===== config.mk =====
export PLATFORM = sky130hd
export DESIGN_NAME = sub_serial
export DESIGN_NICKNAME = d
export VERILOG_FILES = /design/src/rtl/sub_serial.sv
export SDC_FILE = /design/constraint.sdc
export NUM_CORES = 1
export LEC_CHECK = 0
export CAP_MARGIN = 20
export CORE_UTILIZATION = 50
export CTS_CLUSTER_SIZE = 12
export DETAILED_ROUTE_END_ITERATION = 10
export GPL_TIMING_DRIVEN = 0
export PLACE_DENSITY = 0.76
export SYNTH_ARGS = -nofsm -noshare
export SYNTH_HDL_FRONTEND = slang
export SYNTH_SLANG_ARGS = --single-unit

===== constraint.sdc =====
create_clock -name clk -period 3.4 [get_ports clk]
set_clock_uncertainty 0.15 [all_clocks]
set_input_delay 0.85 -clock clk [delete_from_list [all_inputs] [get_ports clk]]
set_output_delay 0.85 -clock clk [all_outputs]
set_load 0.02 [all_outputs]

===== src/rtl/sub_serial.sv =====
// sub_serial: bit-serial WIDTH-bit subtractor, one bit per cycle LSB first.
// Define SUB_SERIAL_SAT_EN to clamp a borrowing result to zero.
module sub_serial #(
  parameter int WIDTH = 8
) (
  input  logic             clk,
  input  logic             rst,
  input  logic             en,
  input  logic [WIDTH-1:0] a,
  input  logic [WIDTH-1:0] b,
  output logic [WIDTH-1:0] out,
  output logic             borrow_out,
  output logic             busy,
  output logic             done
);
  typedef enum logic [1:0] {IDLE, SUB, DONE} state_t;
  localparam int CW = $clog2(WIDTH);
  localparam logic [CW-1:0] LAST = CW'(WIDTH - 1);
  state_t state, state_next;
  logic [WIDTH-1:0] a_reg, b_reg, out_next;
  logic [CW-1:0] count;
  logic borrow, d, borrow_next, last;
  assign d = a_reg[0] ^ b_reg[0] ^ borrow;
  assign borrow_next = (~a_reg[0] & b_reg[0]) | (~a_reg[0] & borrow) | (b_reg[0] & borrow);
  assign last = (state == SUB) && (count == LAST);
`ifdef SUB_SERIAL_SAT_EN
  assign out_next = (last && borrow_next) ? '0 : {d, out[WIDTH-1:1]};
`else
  assign out_next = {d, out[WIDTH-1:1]};
`endif
  always_ff @(posedge clk or posedge rst)
    if (rst) state <= IDLE;
    else state <= state_next;
  always_comb
    state_next = (state == IDLE) ? (en ? SUB : IDLE) :
                 (state == SUB)  ? (count == LAST ? DONE : SUB) :
                 (state == DONE && en) ? DONE : IDLE;
  always_comb begin
    busy = state == SUB;
    done = state == DONE;
  end
  // count saturates at LAST so it never wraps on power-of-two widths
  always_ff @(posedge clk or posedge rst)
    if (rst) begin
      a_reg <= '0;
      b_reg <= '0;
      out <= '0;
      borrow <= 1'b0;
      count <= '0;
      borrow_out <= 1'b0;
    end else if (state == IDLE && en) begin
      a_reg <= a;
      b_reg <= b;
      out <= '0;
      borrow <= 1'b0;
      count <= '0;
      borrow_out <= 1'b0;
    end else if (state == SUB) begin
      a_reg <= a_reg >> 1;
      b_reg <= b_reg >> 1;
      out <= out_next;
      borrow <= borrow_next;
      if (!last) count <= count + 1'b1;
      if (last) borrow_out <= borrow_next;
    end
endmodule


# [Word-level counts from Yosys, hierarchy flattened]
# Index checks and enable logic that the tools add are counted.
[totals] output_inout_bits=11 elab_cells=47 reg_bits=31 in_bits=19
[classes] addsub=1 muxes=19 n_eq_ne=4 n_reduce_logical=8 bitwise=8
[ops] cell="8-bit two-way mux" n=6
[ops] cell="3-bit two-way mux" n=3
[ops] cell="2-bit two-way mux" n=4
[ops] cell="1-bit two-way mux" n=6
[ops] cell="2-bit AND reduction" n=2
[ops] cell="2-bit nonzero test" n=2
[ops] cell="3-bit by 1-bit adder with 3-bit output, second input constant" n=1
[ops] cell="1-bit AND" n=3
[ops] cell="3-bit == test, second input constant" n=1
[ops] cell="1-bit logical AND" n=3
[ops] cell="2-bit by 1-bit == test with 1-bit output, second input constant" n=1
[ops] cell="2-bit == test, second input constant" n=1
[ops] cell="2-bit zero test" n=1
[ops] cell="2-bit by 1-bit != test with 1-bit output, second input constant" n=1
[ops] cell="1-bit bitwise OR" n=2
[ops] cell="1-bit bitwise XOR" n=2
[ops] cell="1-bit NOT" n=1

# [Longest topological paths before layout]
# Gate-level depths: netlist of the first run.
[logic_depth] word_depth=7 mapped_depth=5 mapped_depth_nobuf=4

# [Worst setup path before layout of the first run]
# Ideal clock, no wire load.
[synth_timing] path_kind="register to output" startpoint="register state[1]" endpoint="output port done" arrival_time_ns=0.926 required_time_ns=2.400 stages_incl_launch_ff=4 path_slack_ns=1.474 path_buffers=1 cell_sequence="dfrtp_1 buf_2 inv_1 nor2_1"
[synth_via] elab_chain_len=1
[synth_lines] item="from (decl)" line="19" source="state_t state, state_next;"
[synth_lines] item="from (signal assigned)" line="33" source="else state <= state_next;"
[synth_lines] item="2-bit == test" line="40" source="done = state == DONE;"
[synth_lines] item="to (decl)" line="14" source="output logic done"
# No other way between the ends.

# [Final worst setup path of the first run]
[layout_timing] startpoint="register state[0]" endpoint="output port busy"
[layout_via] elab_chain_len=1
[layout_lines] item="2-bit by 1-bit == test with 1-bit output" line="39" source="busy = state == SUB;"
[layout_lines] item="to (decl)" line="13" source="output logic busy,"
# No other way between the ends.

==> metrics.md, run 1 <==
| Metric | Value |
|---|---|
| Crit path max-delay cell type | `clkdlybuf4s50_1` |
| Synth Flop Type | `dfrtp_1` |
| Worst-Margin Slew | `0.494 ns` |
| Most frequent CP cell | `buf_6` |
| Post-Syn Instances | `134` |
| Initial DRC count | `45` |
| Starting density of the core | `55.0%` |
| Vias per inst | `6.06` |
| Pwr dens | `881 mW/mm^2` |
| CP Depth | `5` |
| Die Ht | `58.0 microns` |
| Worst-path clk slew | `0.10 ns` |
| WS Path Type | `register to output pin` |
| Core area | `0.00285 sq mm` |
| Syn_area_per_cell | `11.7 sq um` |
| Setup TNS | `0 ns` |
| FF-to-FF Start | `count[0]$_DFFE_PP0P_` |
| First-pass GRT wire length | `5.64 mm` |
| Seq/Total Area, Yosys | `49.4%` |
| CP Capture Type | `output pin` |
| Ys async rst share | `100%` |
| Status | `finished with violations` |
| DP HPWL | `around 2.4 mm` |
| Worst hold-check path type | `register to register` |
| Cts repair resizes | `0` |
| Post-synth top area share | `49.4%` |
| Failing checks | `DRC` |
| Max-Cap Viols | `0` |
| Rel. slew slack | `67.1%` |
| Root Buffer | `clkbuf_4` |
| Synth warn | `0` |
| Final hold violation count | `0` |
| Number of port buffers | `29` |
| Pins Over Slew Limit | `0` |
| Crit path time final | `2.89 ns` |
| WP data arrival | `between 1.5 and 2 ns` |
| Top-count cell post-synth | `dfrtp_1` |
| Area after DPL | `a little under 0.002 sq mm` |
| Total die area | `0.00337 sq mm` |
| Setup Buffers After CTS | `0` |
| Post-synth EDFFs | `0` |
| Clock sink total | `31` |
| Worst R2R Path Depth | `4` |
| RSZ-0062 raised after global routing | `no` |
| Fmax | `0.346 GHz` |
| Routability cong. | `0.820` |
| Layout area overhead | `28.2%` |
| Largest net degree at the start of global routing | `23` |
| Via Count | `approximately 1200` |
| Site Rows | `19` |
| Launch point of the worst path | `state[0]$_DFF_PP0_` |
| Synth Register Bits | `31` |
| Startpoint Class | `register` |
| # diodes | `0` |
| CTS tree | `built` |
| Post-synthesis cell type count | `27` |
| VDD IR max | `between 400 and 500 uV` |
| Worst-Skew Late Latency | `0.33 ns` |
| Syn nets | `156` |
| M2 GR Usage | `roughly 36%` |
| Most used routing layer | `met2` |
| Final setup violation count | `0` |
| Total track usage | `about 23%` |
| Bufs and invs on worst path | `4` |
| First-pass DRT Iterations | `8` |
| # hold bufs at CTS | `0` |
| Num CTS Buffers | `5` |
| Slowest stage delay, CP | `roughly 0.60 ns` |
| Hold_ws | `approximately 0.36 ns` |
| H-tree depth | `2` |
| Critical Path Fanout Max | `10` |
| Top delay family on crit path | `buffers and inverters` |
| Leakage | `0.893 nW` |
| Chip Width | `58.0 microns` |
| Ranking of synthesized cells by area | `dfrtp_1, nor4b_1, a22o_1` |
| FILL cells | `240` |
| CP Cell Sequence | `buf_6, nor2b_1, buf_6, buf_6, clkdlybuf4s50_1` |
| Worst hold path startpoint | `out[0]$_DFFE_PP0P_` |
| Cell count after placement | `195` |
| Commonest cells post-synth | `dfrtp_1, inv_1, nor4b_1, a22o_1, a221oi_1` |
| Design Area, Final | `roughly 0.002 sq mm` |
| Vias in the first global route | `1198` |
| DRT antenna net count | `0` |
| Nets | `193` |
| Share of post-route cells with drive strength above 1 | `17.4%` |
| Wire per inst | `16.2 microns` |
| Cell Area, Synth | `0.00157 sq mm` |
| Hold Path Depth | `1` |
| Final Non-Filler Cells | `203` |
| Clock buffer depth | `2` |
| Initial antenna violation count | `0` |
| WP data required | `2.40 ns` |
| Met1 Resource Use GR | `28.5%` |
| Post-Route WL | `3.29 mm` |
| DRC | `4` |
| GRT met3 Usage | `4.91%` |
| Tcrit/Tclk final | `between 80% and 90%` |
| Congestion Overflow GR | `0` |
| Ports | `30` |
| Leading area contributor after synthesis | `dfrtp_1` |
path summary, 6_finish.rpt:
| kind | endpoint | slack [ns] |
|---|---|---|
| min in group asynchronous | b_reg[5]$_DFFE_PP0P_ | 0.68 |
| max in group asynchronous | a_reg[2]$_DFFE_PP0P_ | 1.95 |
| worst max register to register | borrow_out$_DFFE_PP0P_ | 1.75 |
| worst max-delay path | busy | 0.51 |
| worst min register to register | out[0]$_DFFE_PP0P_ | 0.36 |
| worst min-delay path | out[0]$_DFFE_PP0P_ | 0.36 |
area by class of cell:
cell class | instances | area [sq um] | area share [%]
timing repair buffer | 30 | 318 | 15.8
clock buffer | 6 | 51.3 | 2.55
clock inverter | 2 | 35.0 | 1.74
buffer | 12 | 87.6 | 4.35
inverter | 19 | 71.3 | 3.54
multi-input combinational | 72 | 634 | 31.5
tap | 31 | 38.8 | 1.93
sequential | 31 | 776 | 38.6
layer usage:
layer / share of wire (%) / vias to the layer above
li1: - / 568
met3: 4.7 / 12
met2: 48 / 40
met4: 3.3 / 0
met5: 0 / -
met1: 44 / 610
cell families (layout without fill, tap and decap cells):
group	after synthesis	in the layout	synth area share, %
flops	31	31	49.4
compound gates	33	33	20.4
simple gates	36	36	17.1
fa+ha+maj	3	3	2.87
buf+inv	31	69	10.1
worst reg2reg max path: stages (launching register included):
cell,delay [ns]
dfrtp_1,0.42
ha_1,0.21
ha_1,0.26
and4b_1,0.24
a221o_1,0.27
power by group:
group	leakage, nW	total (mW)	switching, mW	internal (mW)
sequential	0.380	0.630	0.0966	0.534
combinational	0.465	0.839	0.421	0.418
clock	0.0482	0.303	0.129	0.174
stage by stage:
| step | worst slack (ns) | utilization [%] | power, mW |
|---|---|---|---|
| global placement | 0.902 | 66.5 | 1.44 |
| detailed placement | 0.873 | 67.5 | 1.48 |
| floorplan | 1.47 | - | 1.22 |
| global route | 0.410 | 70.5 | 1.90 |
| finish | 0.513 | 70.5 | 1.77 |
| CTS | 0.495 | 70.5 | 1.79 |
cells in the final DEF, fill, tap and decap left out, drive strengths merged:
| cell | count |
|---|---|
| nor4b | 15 |
| o21bai | 1 |
| a22o | 11 |
| a211o | 1 |
| nand2b | 4 |
| clkdlybuf4s50 | 29 |
| clkbuf | 7 |
| and4b | 1 |
| nor2b | 2 |
| dfrtp | 31 |
| o21ba | 1 |
| bufinv | 1 |
| nor3b | 7 |
| a21oi | 1 |
| clkinv | 1 |
| a221oi | 8 |
| o221ai | 2 |
| ha | 2 |
| inv | 19 |
| nand3 | 2 |
| nor2 | 4 |
| buf | 12 |
| and3 | 1 |
| a221o | 1 |
| a211oi | 6 |
| o2bb2ai | 1 |
| fa | 1 |
Power figures use the tool's default switching activity.
==> inputs of run 2 (changes only) <==
- clock period: 3.4 -> 3 ns (I/O delays scaled with it)
==> results of run 2 <==
Same layout as run 1 (identical final DEF). Status: finished with violations: DRC.
Main changes from that run: setup slack after placement 0.873 ns -> 0.573 ns; setup slack after layout 0.513 ns -> 0.213 ns; register-to-register setup slack 1.75 ns -> 1.35 ns; total power 1.77 mW -> 2.01 mW; worst IR drop on VDD 478 uV -> 542 uV
==> edit 1: new RTL, flow settings as in run 2 <==
The parameter `WIDTH` goes from 8 to 16.
--- a/src/rtl/sub_serial.sv
+++ b/src/rtl/sub_serial.sv
@@ -3,3 +3,3 @@
 module sub_serial #(
-  parameter int WIDTH = 8
+  parameter int WIDTH = 16
 ) (
Interface: changed (resized a, b and out); port bits go from 30 to 54. No check against the original RTL was run, so the function may have changed too.
==> edit 1 against run 2 <==
  * Sequential cell count increased by 25
  * Sequential share of layout area is 5.5 points higher
  * Setup slack better by 1.7 ps
  * Wire length rose by 58%
  * Total power is 47% higher
  * Final cell count is 66% higher
  * Non-clock buffer count rose by 30
  * First-iteration DRC count grew to 4.0 times the old value
  * Area after synthesis rose by 55%
  * Cell area grew 58%
  * Critical path depth is 1 lower
  * Critical path type unchanged
  * Largest power group is now sequential cells
==> edit 1: results (changes against run 2) <==
* Crit-path max FO at 10 (unchanged)
* Syn Area/Cell at 11.0 um2 (was 11.7 um2)
* Worst hold stages at 2 (was 1)
* Largest net degree at the start of global routing at 34 (was 23)
* Placed Cells incl. Taps at 329 (was 195)
* Gpl congestion at 0.733 (was 0.820)
* Leakage at 1.36 nW (was 0.893 nW)
* Pre-CTS setup slack at 556 ps (was 573 ps)
* CP max stage delay at 620 ps (was 600 ps)
* Nets@finish at 319 (was 193)
* Antenna diode count at 0 (unchanged)
* Routed WL at 5190 um (was 3290 um)
* Synth area leaders: dfrtp_1 58%, a22oi_1 9.3%, o21ai_1 6.2% (was dfrtp_1 49%, nor4b_1 7.8%, a22o_1 6.1%)
* Top cells by count, synth: 56 x dfrtp_1, 37 x nand2_1, 30 x a22oi_1, 30 x o21ai_1, 16 x a22o_1 (was 31 x dfrtp_1, 19 x inv_1, 14 x nor4b_1, 11 x a22o_1, 8 x a221oi_1)
* Worst Tran Pin Value at 522 ps (was 494 ps)
* First-pass detailed-route iteration total at 4 (was 8)
* Post-DP Area at 0.00305 mm2 (was 0.00193 mm2)
* Post-synthesis compound-gate area fraction at 24.4% (was 20.4%)
* Psw at 1.04 mW (was 733 uW)
* Vias at 1899 (was 1230)
* Total GRT Usage at 22.3% (was 22.6%)
* Via density at 5.64 (was 6.06)
* Share of layout cells above drive strength 1 at 10.2% (was 17.4%)
* Clock Latency Late Sink at 310 ps (was 330 ps)
* HPWL Detailed at 3540 um (was 2380 um)
* Post-synth cell types at 28 (was 27)
* Post-synthesis mux area share at 0.411% (was 0%)
* VDD IR max at 0.409 mV (was 0.542 mV)
* Status: completed (was finished, violations left)
* First-pass GRT wire length at 8800 um (was 5640 um)
* Clock root cell: clkbuf_8 (was clkbuf_4)
* Initial DRC Count at 179 (was 45)
* Worst reg2reg path depth at 6 (was 4)
* IO buf count at 53 (was 29)
* Syn Nets at 258 (was 156)
* Sequential area share after synthesis at 57.6% (was 49.4%)
* Adder-cell share of the synthesized area at 1.34% (was 2.87%)
* Vias in the first global route at 1804 (was 1198)
-- edit 1: cell types whose count changed after synthesis, moves of 7 or more --
cell / before / now
nand2_1: 0 / 37
a22oi_1: 0 / 30
o21ai_1: 0 / 30
dfrtp_1: 31 / 56
inv_1: 19 / 4
nor4b_1: 14 / 0
a221oi_1: 8 / 0
nor3b_1: 7 / 0
-- edit 1: worst register-to-register path: stages, from the launching register on --
cell	delay (ps)
dfrtp_1	400
buf_6	140
o21bai_4	190
buf_6	160
buf_4	170
nand2_1	70
o21ai_1	60
-- edit 1: layout make-up --
cell class,count,area (um2)
timing repair buffer,54,551
buffer,18,139
tap,54,67.6
fill,374,1510
clock buffer,7,96.3
sequential,56,1400
multi-input combinational,142,875
clock inverter,1,30.0
inverter,5,18.8
-- edit 1: worst paths after layout --
kind | slack, ps | from | to
min in group asynchronous | 640 | rst | out[1]
max in group asynchronous | 1510 | rst | a_reg[0]
min reg2reg | 340 | a_reg[12] | a_reg[12]
min | 340 | a_reg[12] | a_reg[12]
max | 210 | state[0] | done
max reg2reg | 1540 | state[1] | b_reg[8]
-- edit 1: per-layer routing --
metal / part of all wire [%] / GRT usage [%]
met4: 1.1 / 5.66
met3: 4.7 / 5.06
met1: 49 / 32.3
met2: 46 / 34.5
met5: 0 / 0
-- edit 1: power by group through the flow --
stage               clock [mW]  combinational (mW)  sequential [mW]
floorplan                    0               0.684             1.32
global placement             0                1.15             1.24
detailed placement           0                1.18             1.26
CTS                      0.541                1.19             1.24
global route             0.576                1.31             1.28
finish                   0.536                1.18             1.25
-- edit 1: cells by family (layout without fill, tap and decap cells) --
group                    count (synthesis)  count (layout)
flip-flops                              56              56
AND/OR/NAND/NOR                         52              52
adder cells (fa/ha/maj)                  2               2
AO/OA/AOI/OAI                           87              87
multiplexers                             1               1
buffers and inverters                   23              85
-- edit 1: stage by stage --
step           utilization (%)  TNS [ps]  power [mW]
4_1_cts                   67.7         0        2.97
5_1_grt                   67.7         0        3.17
3_5_place_dp              65.0         0        2.44
6_report                  67.7         0        2.96
3_3_place_gp              64.6    -15820        2.39
2_1_floorplan                -         0        2.00
==> edit 2: new RTL, flow settings as in run 2 <==
Without the edit above. Add an input register stage for `en`, `a` and `b`, without a reset; this delays them by one clock.
--- a/src/rtl/sub_serial.sv
+++ b/src/rtl/sub_serial.sv
@@ -18,2 +18,13 @@
   localparam logic [CW-1:0] LAST = CW'(WIDTH - 1);
+
+  logic en_q;
+  logic [WIDTH-1:0] a_q;
+  logic [WIDTH-1:0] b_q;
+
+  always_ff @(posedge clk) begin
+    en_q <= en;
+    a_q  <= a;
+    b_q  <= b;
+  end
+
   state_t state, state_next;
@@ -34,5 +45,5 @@
   always_comb
-    state_next = (state == IDLE) ? (en ? SUB : IDLE) :
+    state_next = (state == IDLE) ? (en_q ? SUB : IDLE) :
                  (state == SUB)  ? (count == LAST ? DONE : SUB) :
-                 (state == DONE && en) ? DONE : IDLE;
+                 (state == DONE && en_q) ? DONE : IDLE;
   always_comb begin
@@ -50,5 +61,5 @@
       borrow_out <= 1'b0;
-    end else if (state == IDLE && en) begin
-      a_reg <= a;
-      b_reg <= b;
+    end else if (state == IDLE && en_q) begin
+      a_reg <= a_q;
+      b_reg <= b_q;
       out <= '0;
Behaviour: not the same (Yosys sat finds a counterexample within 4 cycles, from zero or initial values and one cycle with rst high).
==> edit 2 against run 2 <==
  * Total power rose by 17%
  * Synthesized cell count up 11%
  * Register-to-register slack lost 40 ps
  * Wire length up 7.0%
  * Setup slack worse by 65 ps
  * Cell area rose by 17%
  * Area after synthesis up 18%
  * Sequential cell count rose by 17
  * Highest routed layer unchanged
  * Die area up 18%
  * Sequential share of layout area grew 9.0 points
==> edit 2: results (changes against run 2) <==
* Status: completed (was finished, violations left)
* Top cells by count, synth: 31 x dfrtp_1, 17 x dfxtp_1, 17 x inv_1, 14 x nor4b_1, 11 x a22o_1 (was 31 x dfrtp_1, 19 x inv_1, 14 x nor4b_1, 11 x a22o_1, 8 x a221oi_1)
* VDD IR max at 0.471 mV (was 0.542 mV)
* Clock root cell: clkbuf_8 (was clkbuf_4)
* Critical path data required time at 2100 ps (about the same)
* Post-synth cell types at 25 (was 27)
* Crit-path max FO at 10 (unchanged)
* Worst Tran Pin Value at 475 ps (was 494 ps)
* Hold Crit Class: reg -> reg (unchanged)
* Sequential area share after synthesis at 60.2% (was 49.4%)
* Post-synth top flop: dfrtp_1 (unchanged)
* Met2 GRT Util at 32.1% (was 36.5%)
* First-pass detailed-route iteration total at 4 (was 8)
* Synth async-reset ratio at 64.6% (was 100%)
* Core Area at 0.00344 mm2 (was 0.00285 mm2)
* Total GRT Usage at 20.5% (was 22.6%)
* Syn Nets at 171 (was 156)
* First-pass GRT wire length at 6010 um (was 5640 um)
* Share of layout cells above drive strength 1 at 10.2% (was 17.4%)
* CTS H-tree lvls at 2 (unchanged)
* Gpl congestion at 0.767 (was 0.820)
* Post-CTS Resized at 0 (unchanged)
* Clock transition at path regs at approximately 90 ps
* Clk sinks at 48 (was 31)
* Initial DRC Count at 57 (was 45)
* Initial antenna violation count at 0 (unchanged)
* Clock Latency Late Sink at 310 ps (was 330 ps)
* Pre-CTS setup slack at 483 ps (was 573 ps)
* GRT met1 Usage at 24.4% (was 28.5%)
* Antenna diode count at 0 (unchanged)
* Nets@finish at 208 (was 193)
* Synth area leaders: dfrtp_1 42%, dfxtp_1 18%, nor4b_1 6.6% (was dfrtp_1 49%, nor4b_1 7.8%, a22o_1 6.1%)
* Total CTS buffers at 5 (unchanged)
* Vias in the first global route at 1357 (was 1198)
* HPWL Detailed at 2450 um (was 2380 um)
* Met3 Resource Use GR at 6.75% (was 4.91%)
* Routed WL at 3520 um (was 3290 um)
* Leakage at 1.04 nW (was 0.893 nW)
* Vias at 1298 (was 1230)
[edit 2: per-stage QoR]
stage,std cells,cell area (um2)
final,233,2340
after global routing,233,2340
after CTS,233,2340
after detailed placement,225,2230
after global placement,224,2200
after floorplan,149,1850
[edit 2: final timing paths]
check | cells after the start | slack (ps) | from | endpoint
max in group asynchronous | 3 | 1620 | rst | b_reg[7]
worst min-delay path | 1 | 310 | a_q[7] | a_reg[7]
worst min register to register | 1 | 310 | a_q[7] | a_reg[7]
min in group asynchronous | 2 | 610 | rst | count[0]
worst max register to register | 4 | 1310 | count[0] | borrow_out
worst max-delay path | 5 | 150 | state[1] | done
[edit 2: layer usage]
layer | up-vias | routed length (um) | share of wire, %
li1 | 615 | - | -
met1 | 638 | 1530 | 44
met2 | 34 | 1740 | 50
met3 | 11 | 126 | 3.6
met4 | 0 | 113 | 3.2
met5 | - | 0 | 0
[edit 2: cell families after synthesis]
family,synth area share [%]
AO/OA/AOI/OAI,14.6
adder cells (fa/ha/maj),2.43
buffers and inverters,8.37
flip-flops,60.2
AND/OR/NAND/NOR,14.4
[edit 2: worst max-delay path, cell delays in order, from the launching register on]
cell and delay (ps):
dfrtp_1 390, buf_2 240, buf_4 210, inv_1 70, nor2_1 120, clkdlybuf4s50_1 620
[edit 2: power by group]
part           switching, mW  internal (mW)  total [mW]
Combinational          0.457          0.461       0.918
Clock                  0.222          0.251       0.473
Sequential             0.115          0.844       0.959
Total                  0.793           1.56        2.35
[edit 2: area by class of cell]
class                   instances  area [um2]
plain buffers                  13        91.3
clock buffers                   5        68.8
clock inverters                 3        46.3
fillers                       261        1100
inverters                      17        63.8
multi-input cells              71         583
flip-flops and latches         48        1120
well taps                      46        57.6
repair buffers                 30         318
